[src/rtl/multicycle_main_control.sv]
// Main control FSM for the 16-bit multicycle datapath: sequences fetch/decode/execute/memory/writeback
// and drives ALUOP to ALU_Control. Memory states hold until mem_ready.
module multicycle_main_control #(
    parameter int OPW    = 4,
    parameter int ALUOPW = 2
) (
    input  logic              clk,
    input  logic              rst,
    input  logic [OPW-1:0]    opcode,
    input  logic              zero,
    input  logic              mem_ready,
    output logic              PCWrite,
    output logic              PCWriteCond,
    output logic              IorD,
    output logic              MemRead,
    output logic              MemWrite,
    output logic              IRWrite,
    output logic              MemtoReg,
    output logic              RegDst,
    output logic              RegWrite,
    output logic              ALUSrcA,
    output logic [1:0]        ALUSrcB,
    output logic [ALUOPW-1:0] ALUOP,
    output logic [1:0]        PCSource,
    output logic              illegal_op,
    output logic [3:0]        state
);

    localparam logic [3:0] S_FETCH     = 4'd0;
    localparam logic [3:0] S_DECODE    = 4'd1;
    localparam logic [3:0] S_MEM_ADDR  = 4'd2;
    localparam logic [3:0] S_MEM_READ  = 4'd3;
    localparam logic [3:0] S_MEM_WB    = 4'd4;
    localparam logic [3:0] S_MEM_WRITE = 4'd5;
    localparam logic [3:0] S_EXECUTE   = 4'd6;
    localparam logic [3:0] S_R_WB      = 4'd7;
    localparam logic [3:0] S_BRANCH    = 4'd8;
    localparam logic [3:0] S_JUMP      = 4'd9;
    localparam logic [3:0] S_ADDI_EXEC = 4'd10;
    localparam logic [3:0] S_ADDI_WB   = 4'd11;

    localparam logic [OPW-1:0] OP_R    = OPW'(4'b0000);
    localparam logic [OPW-1:0] OP_ADDI = OPW'(4'b0001);
    localparam logic [OPW-1:0] OP_LW   = OPW'(4'b1000);
    localparam logic [OPW-1:0] OP_SW   = OPW'(4'b1010);
    localparam logic [OPW-1:0] OP_BEQ  = OPW'(4'b0100);
    localparam logic [OPW-1:0] OP_J    = OPW'(4'b1100);

    localparam logic [ALUOPW-1:0] ALU_ADD  = ALUOPW'(0);
    localparam logic [ALUOPW-1:0] ALU_SUB  = ALUOPW'(1);
    localparam logic [ALUOPW-1:0] ALU_FUNC = ALUOPW'(2);

    logic [3:0] state_reg;
    logic [3:0] state_next;
    logic       opcode_legal;

    always_ff @(posedge clk) begin
        if (rst) begin
            state_reg <= S_FETCH;
        end else begin
            state_reg <= state_next;
        end
    end

    assign state = state_reg;

    // Unmatched opcodes (including X/Z in four-state simulation) fall to the default and count as illegal.
    always_comb begin
        opcode_legal = 1'b0;
        case (opcode)
            OP_R, OP_ADDI, OP_LW, OP_SW, OP_BEQ, OP_J: opcode_legal = 1'b1;
            default:                                    opcode_legal = 1'b0;
        endcase
    end

    assign illegal_op = (state_reg == S_DECODE) && !opcode_legal;

    always_comb begin
        state_next = S_FETCH;
        case (state_reg)
            S_FETCH:     state_next = mem_ready ? S_DECODE : S_FETCH;
            S_DECODE: begin
                case (opcode)
                    OP_LW, OP_SW: state_next = S_MEM_ADDR;
                    OP_R:         state_next = S_EXECUTE;
                    OP_BEQ:       state_next = S_BRANCH;
                    OP_J:         state_next = S_JUMP;
                    OP_ADDI:      state_next = S_ADDI_EXEC;
                    default:      state_next = S_FETCH;
                endcase
            end
            S_MEM_ADDR: begin
                if (opcode == OP_LW) begin
                    state_next = S_MEM_READ;
                end else if (opcode == OP_SW) begin
                    state_next = S_MEM_WRITE;
                end else begin
                    state_next = S_FETCH;
                end
            end
            S_MEM_READ:  state_next = mem_ready ? S_MEM_WB : S_MEM_READ;
            S_MEM_WB:    state_next = S_FETCH;
            S_MEM_WRITE: state_next = mem_ready ? S_FETCH : S_MEM_WRITE;
            S_EXECUTE:   state_next = S_R_WB;
            S_R_WB:      state_next = S_FETCH;
            S_BRANCH:    state_next = S_FETCH;
            S_JUMP:      state_next = S_FETCH;
            S_ADDI_EXEC: state_next = S_ADDI_WB;
            S_ADDI_WB:   state_next = S_FETCH;
            default:     state_next = S_FETCH;
        endcase
    end

    always_comb begin
        PCWrite     = 1'b0;
        PCWriteCond = 1'b0;
        IorD        = 1'b0;
        MemRead     = 1'b0;
        MemWrite    = 1'b0;
        IRWrite     = 1'b0;
        MemtoReg    = 1'b0;
        RegDst      = 1'b0;
        RegWrite    = 1'b0;
        ALUSrcA     = 1'b0;
        ALUSrcB     = 2'b00;
        ALUOP       = ALU_ADD;
        PCSource    = 2'b00;
        case (state_reg)
            S_FETCH: begin
                // IR and PC+2 load only on the cycle the instruction word actually arrives.
                MemRead = 1'b1;
                ALUSrcB = 2'b01;
                IRWrite = mem_ready;
                PCWrite = mem_ready;
            end
            S_DECODE: begin
                ALUSrcB = 2'b11;
            end
            S_MEM_ADDR, S_ADDI_EXEC: begin
                ALUSrcA = 1'b1;
                ALUSrcB = 2'b10;
            end
            S_MEM_READ: begin
                MemRead = 1'b1;
                IorD    = 1'b1;
            end
            S_MEM_WB: begin
                RegWrite = 1'b1;
                MemtoReg = 1'b1;
            end
            S_MEM_WRITE: begin
                MemWrite = 1'b1;
                IorD     = 1'b1;
            end
            S_EXECUTE: begin
                ALUSrcA = 1'b1;
                ALUOP   = ALU_FUNC;
            end
            S_R_WB: begin
                RegWrite = 1'b1;
                RegDst   = 1'b1;
            end
            S_BRANCH: begin
                ALUSrcA     = 1'b1;
                ALUOP       = ALU_SUB;
                PCWriteCond = 1'b1;
                PCSource    = 2'b01;
            end
            S_JUMP: begin
                PCWrite  = 1'b1;
                PCSource = 2'b10;
            end
            S_ADDI_WB: begin
                RegWrite = 1'b1;
            end
            default: begin
            end
        endcase
    end

endmodule
[config.mk]
export PLATFORM = sky130hd
export DESIGN_NAME = multicycle_main_control
export DESIGN_NICKNAME = d
export VERILOG_FILES = /design/src/rtl/multicycle_main_control.sv
export SDC_FILE = /design/constraint.sdc
export NUM_CORES = 1
export LEC_CHECK = 0
export ABC_AREA = 0
export CORE_MARGIN = 2
export CORE_UTILIZATION = 37
export CTS_CLUSTER_DIAMETER = 30
export CTS_CLUSTER_SIZE = 12
export DETAILED_ROUTE_END_ITERATION = 10
export GPL_TIMING_DRIVEN = 0
export HOLD_SLACK_MARGIN = 0.15
export PLACE_DENSITY = 0.81
export SKIP_LAST_GASP = 1
export SLEW_MARGIN = 20
export SYNTH_ARGS = -nofsm -noshare
export SYNTH_HDL_FRONTEND = slang
export SYNTH_SLANG_ARGS = --single-unit
[constraint.sdc]
create_clock -name clk -period 1.63 [get_ports clk]
set_input_delay 0.326 -clock clk [delete_from_list [all_inputs] [get_ports clk]]
set_output_delay 0.326 -clock clk [all_outputs]
set_load 0.1 [all_outputs]
==> summary.md, run 1 <==
| Metric | Value |
|---|---|
| Status | `aborted with a tool error` |
| Exit stage | `clock tree synthesis` |
| Error | `[ERROR DPL-0038] Utilization greater than 100%, impossible to legalize` |
| Site Rows | `13` |
| Synth top area cells | `dfxtp_1 (15%), nor3_1 (9.5%), a21oi_1 (8.6%)` |
| Setup bufs post-CTS | `12` |
| Cells after Synth | `80` |
| CTS buffer count | `3` |
| Root Buffer | `clkbuf_4` |
| Count of unique library cells instantiated by Yosys | `29` |
| Top-area cell type share of the netlist area | `between 10% and 20%` |
| Clk sinks | `4` |
| Post-synth top area cell | `dfxtp_1` |
| Hpwl dp | `1490 um` |
| Seq/Total Area, Yosys | `15.2%` |
| EDFF count, synth | `0` |
| YS warnings | `0` |
| IO Port Bufs | `27` |
| Initial core utilization | `approximately two fifths` |
| Resize count post-CTS | `170` |
| Place WS | `-1290 ps` |
| Die height | `between 40 and 50 um` |
| IO Pins | `29` |
| Clk buf depth | `2` |
| H-tree depth | `1` |
| Synth Flop Type | `dfxtp_1` |
| Hold_buf cts | `0` |
| Asr flop ratio synth | `0%` |
| Mapped Area | `~530 um2` |
| FF+latch count, synth | `4` |
| Syn nets | `88` |
| Mean post-synth cell area | `about 6.6 um2` |
| Chip width | `between 40 and 50 um` |
| Final RePlAce weighted congestion | `about 0.76` |
-- Yosys cell counts (2+ instances only) --
cell / n
nor2_1: 10
nor3_1: 10
a21oi_1: 9
nand2b_1: 7
clkbuf_1: 5
nand2_1: 5
dfxtp_1: 4
buf_4: 2
nand3b_1: 2
nor3b_1: 2
nor4b_1: 2
o21bai_1: 2
o32a_1: 2
or3b_1: 2
xnor2_1: 2
-- cells by family after synthesis --
group / share of synthesized area (%)
AND/OR/NAND/NOR: 44.4
AO/OA/AOI/OAI: 24.9
buffers and inverters: 10.2
flip-flops: 15.2
XOR/XNOR: 3.33
multiplexers: 1.90
-- per-stage QoR --
step                util [%]  area (um2)  instances
detailed placement      84.6        1110        122
global placement        84.6        1110        122
floorplan                  -         826         80
==> run 2, diff against run 1 <==
--- a/config.mk
+++ b/config.mk
@@ -6,14 +6,11 @@
 export NUM_CORES = 1
 export LEC_CHECK = 0
 export ABC_AREA = 0
-export CORE_MARGIN = 2
-export CORE_UTILIZATION = 37
-export CTS_CLUSTER_DIAMETER = 30
-export CTS_CLUSTER_SIZE = 12
+export CORE_AREA = 2 2 63 65
 export DETAILED_ROUTE_END_ITERATION = 10
+export DIE_AREA = 0 0 65 67
 export GPL_TIMING_DRIVEN = 0
-export HOLD_SLACK_MARGIN = 0.15
-export PLACE_DENSITY = 0.81
+export PLACE_DENSITY_LB_ADDON = 0.15
 export SKIP_LAST_GASP = 1
 export SLEW_MARGIN = 20
 export SYNTH_ARGS = -nofsm -noshare
==> summary.md, run 2 <==
| Metric | Value |
|---|---|
| Worst Path Required | `roughly 1300 ps` |
| Worst-path clk slew | `roughly 30 ps` |
| Leakage Power | `0.639 nW` |
| Status | `complete, but fails checks` |
| YS warnings | `0` |
| 1st-iter DRT viols | `5` |
| Mapped Area | `527 um2` |
| GRT Resource Usage Total | `10.6%` |
| Relative slew slack | `between 60% and 70%` |
| Cell depth of the worst flop-to-flop path | `6` |
| Top-area cell type share of the netlist area | `~15%` |
| Final setup margin | `-112 ps` |
| Crit Path Class | `reg2out` |
| Failing checks | `setup timing` |
| Commonest cells after routing, fill and taps aside | `buf_4 (20), buf_12 (18), buf_6 (11), a21oi_1 (7), nor2_4 (6)` |
| Synth top area cells | `dfxtp_1 (15%), nor3_1 (9.5%), a21oi_1 (8.6%)` |
| CP most frequent cell | `buf_12` |
| Worst-path cell chain | `clkbuf_16, buf_4, nand2b_4, nor3_4, buf_6, buf_12, buf_12` |
| Root Buffer | `clkbuf_8` |
| TritonCTS clock tree | `yes` |
| Most common cell after layout, fill and taps aside | `buf_4` |
| Tmin final | `between 1500 and 2000 ps` |
| Final setup viols | `11` |
| Final RePlAce weighted congestion | `about 0.78` |
| Share of cells above drive strength 1 | `between 60% and 70%` |
| IO Pins | `29` |
| Area added between synthesis and finish | `209%` |
| Max-slew violations | `0` |
| Layout Utilization | `a little under half` |
| RSZ-0062 raised after global routing | `yes` |
| Critical Path Start Type | `flop` |
| Endpoint type of the worst setup path | `output pin` |
| Clk buf depth | `2` |
| Hold Slack | `~500 ps` |
| CP max FO | `5` |
| Final WL | `between 2000 and 2500 um` |
| Worst Hold Path Cells | `3` |
| Max Fclk | `between 500 and 600 MHz` |
| Final antenna-violating net count | `0` |
| Synth cell count leaders | `nor2_1 (10), nor3_1 (10), a21oi_1 (9)` |
| Clk sinks | `4` |
| Tcrit/Tclk final | `107%` |
| Hpwl dp | `1510 um` |
| Nets | `147` |
| Asr flop ratio synth | `0%` |
| VDD IR max | `0.342 mV` |
| Max-cap violation count | `0` |
| Site Rows | `22` |
| CTS buffer count | `3` |
| Seq/Total Area, Yosys | `15.2%` |
| IO Port Bufs | `27` |
| Measured slew at the worst slew-check pin | `between 500 and 600 ps` |
| Vias per cell | `between 4 and 5` |
| Core area | `between 0.003 and 0.004 mm2` |
| Clock skew | `a little over 0.4 ps` |
| Die height | `around 67 um` |
| Initial core utilization | `between 10 and 15%` |
| CP max-delay cell | `dfxtp_4` |
| Top Family by Delay on Critical Path | `buffers and inverters` |
| First-pass iteration count of the detailed router | `4` |
| Layout Cells excl Fill | `between 150 and 200` |
| Max reg flops | `4` |
| EDFF count, synth | `0` |
| Mean post-synth cell area | `between 6 and 7 um2` |
| First-pass GRT wire length | `3550 um` |
| Synth Flop Type | `dfxtp_1` |
| DRC Markers | `0` |
| Syn nets | `about 90` |
| Cells after Synth | `80` |
| Post-Place Cells | `between 150 and 200` |
| Total power | `around 0.92 mW` |
| Overflow after GRT | `0` |
| Largest net degree at the start of global routing | `11` |
| CP Depth | `7` |
| Setup_tns | `-632 ps` |
| Initial antenna violation count | `0` |
| FF+latch count, synth | `4` |
| Pwr dens | `565 mW/mm2` |
| H-tree depth | `1` |
| Worst min-delay path category | `in2reg` |
| Antenna cells | `0` |
| Via Count | `between 800 and 900` |
| Die area | `about 0.0044 mm2` |
| Worst EP arrival | `approximately 1400 ps` |
| Chip width | `around 65 um` |
| Post-synth top area cell | `dfxtp_1` |
| Clk_lat worst skew | `approximately 210 ps` |
| Count of unique library cells instantiated by Yosys | `29` |
| Routed wire per std cell | `between 10 and 15 um` |
| Final Hold Viols | `0` |
| CP bufs+invs | `5` |
| Vias in the first global route | `around 750` |
| CP peak stage delay | `around 370 ps` |
run 2: cell counts after synthesis:
Identical to the previous run, type by type.
run 2: what timing repair did:
action / in CTS / in global routing
endpoints found under the setup margin: 22 / 18
resized for setup: 170 / 21
buffers inserted: 13 / 18
pin swaps: 12 / 9
endpoints found under the hold margin: 0 / 0
gates cloned: 0 / 1
hold buffers: 0 / 0
run 2: area by class of cell:
cell class              count  area [um2]
repair buffers             58         689
multi-input cells          66         616
plain buffers               6         125
clock buffers               3        41.3
fillers                   340        1980
flip-flops and latches      4        95.1
well taps                  48        60.1
run 2: logic make-up after synthesis:
kind of cell              after synthesis  share of synthesized area (%)
AOI/OAI and AO/OA                      20                           24.9
xor gates and xnor gates                2                           3.33
buffers and inverters                  10                           10.2
DFF                                     4                           15.2
muxes                                   1                           1.90
and+or+nand+nor                        43                           44.4
run 2: path summary, 6_finish.rpt:
kind                                          start                   to  slack (ps)
worst min-delay path                      opcode[1]  state[3]$_SDFF_PP0_         500
worst max register to register  state[1]$_SDFF_PP0_  state[2]$_SDFF_PP0_         100
worst min register to register  state[0]$_SDFF_PP0_  state[0]$_SDFF_PP0_         740
worst max-delay path            state[3]$_SDFF_PP0_          PCSource[0]        -110
run 2: metal layers:
metal  wire (um)  share of wire, %  up-vias  global-route usage (%)
li1            -                 -      404                       -
met1         949                40      397                    11.8
met2        1320                56       21                    20.6
met3          96               4.1        0                    2.87
met4           0                 0        0                   0.798
met5           0                 0        -                       0
run 2: through the flow:
| stage | area (um2) | setup WS, ps |
|---|---|---|
| global route | 1630 | -166 |
| detailed placement | 1160 | -1350 |
| floorplan | 826 | -827 |
| finish | 1630 | -112 |
| CTS | 1450 | -191 |
| global placement | 1160 | -1310 |
run 2: worst register-to-register path, stage by stage (launching register included):
cell	delay (ps)
dfxtp_4	360
buf_4	140
buf_4	130
or3b_1	360
a31oi_1	230
a21oi_1	70
nor3_1	160
run 2: where the power goes:
part | leakage [nW] | total [mW] | switching (mW) | internal [mW]
combinational | 0.582 | 0.602 | 0.358 | 0.244
sequential | 0.0356 | 0.114 | 0.0126 | 0.101
clock | 0.0216 | 0.203 | 0.0460 | 0.157
total | 0.639 | 0.919 | 0.416 | 0.502
(Power assumes the default switching activity.)
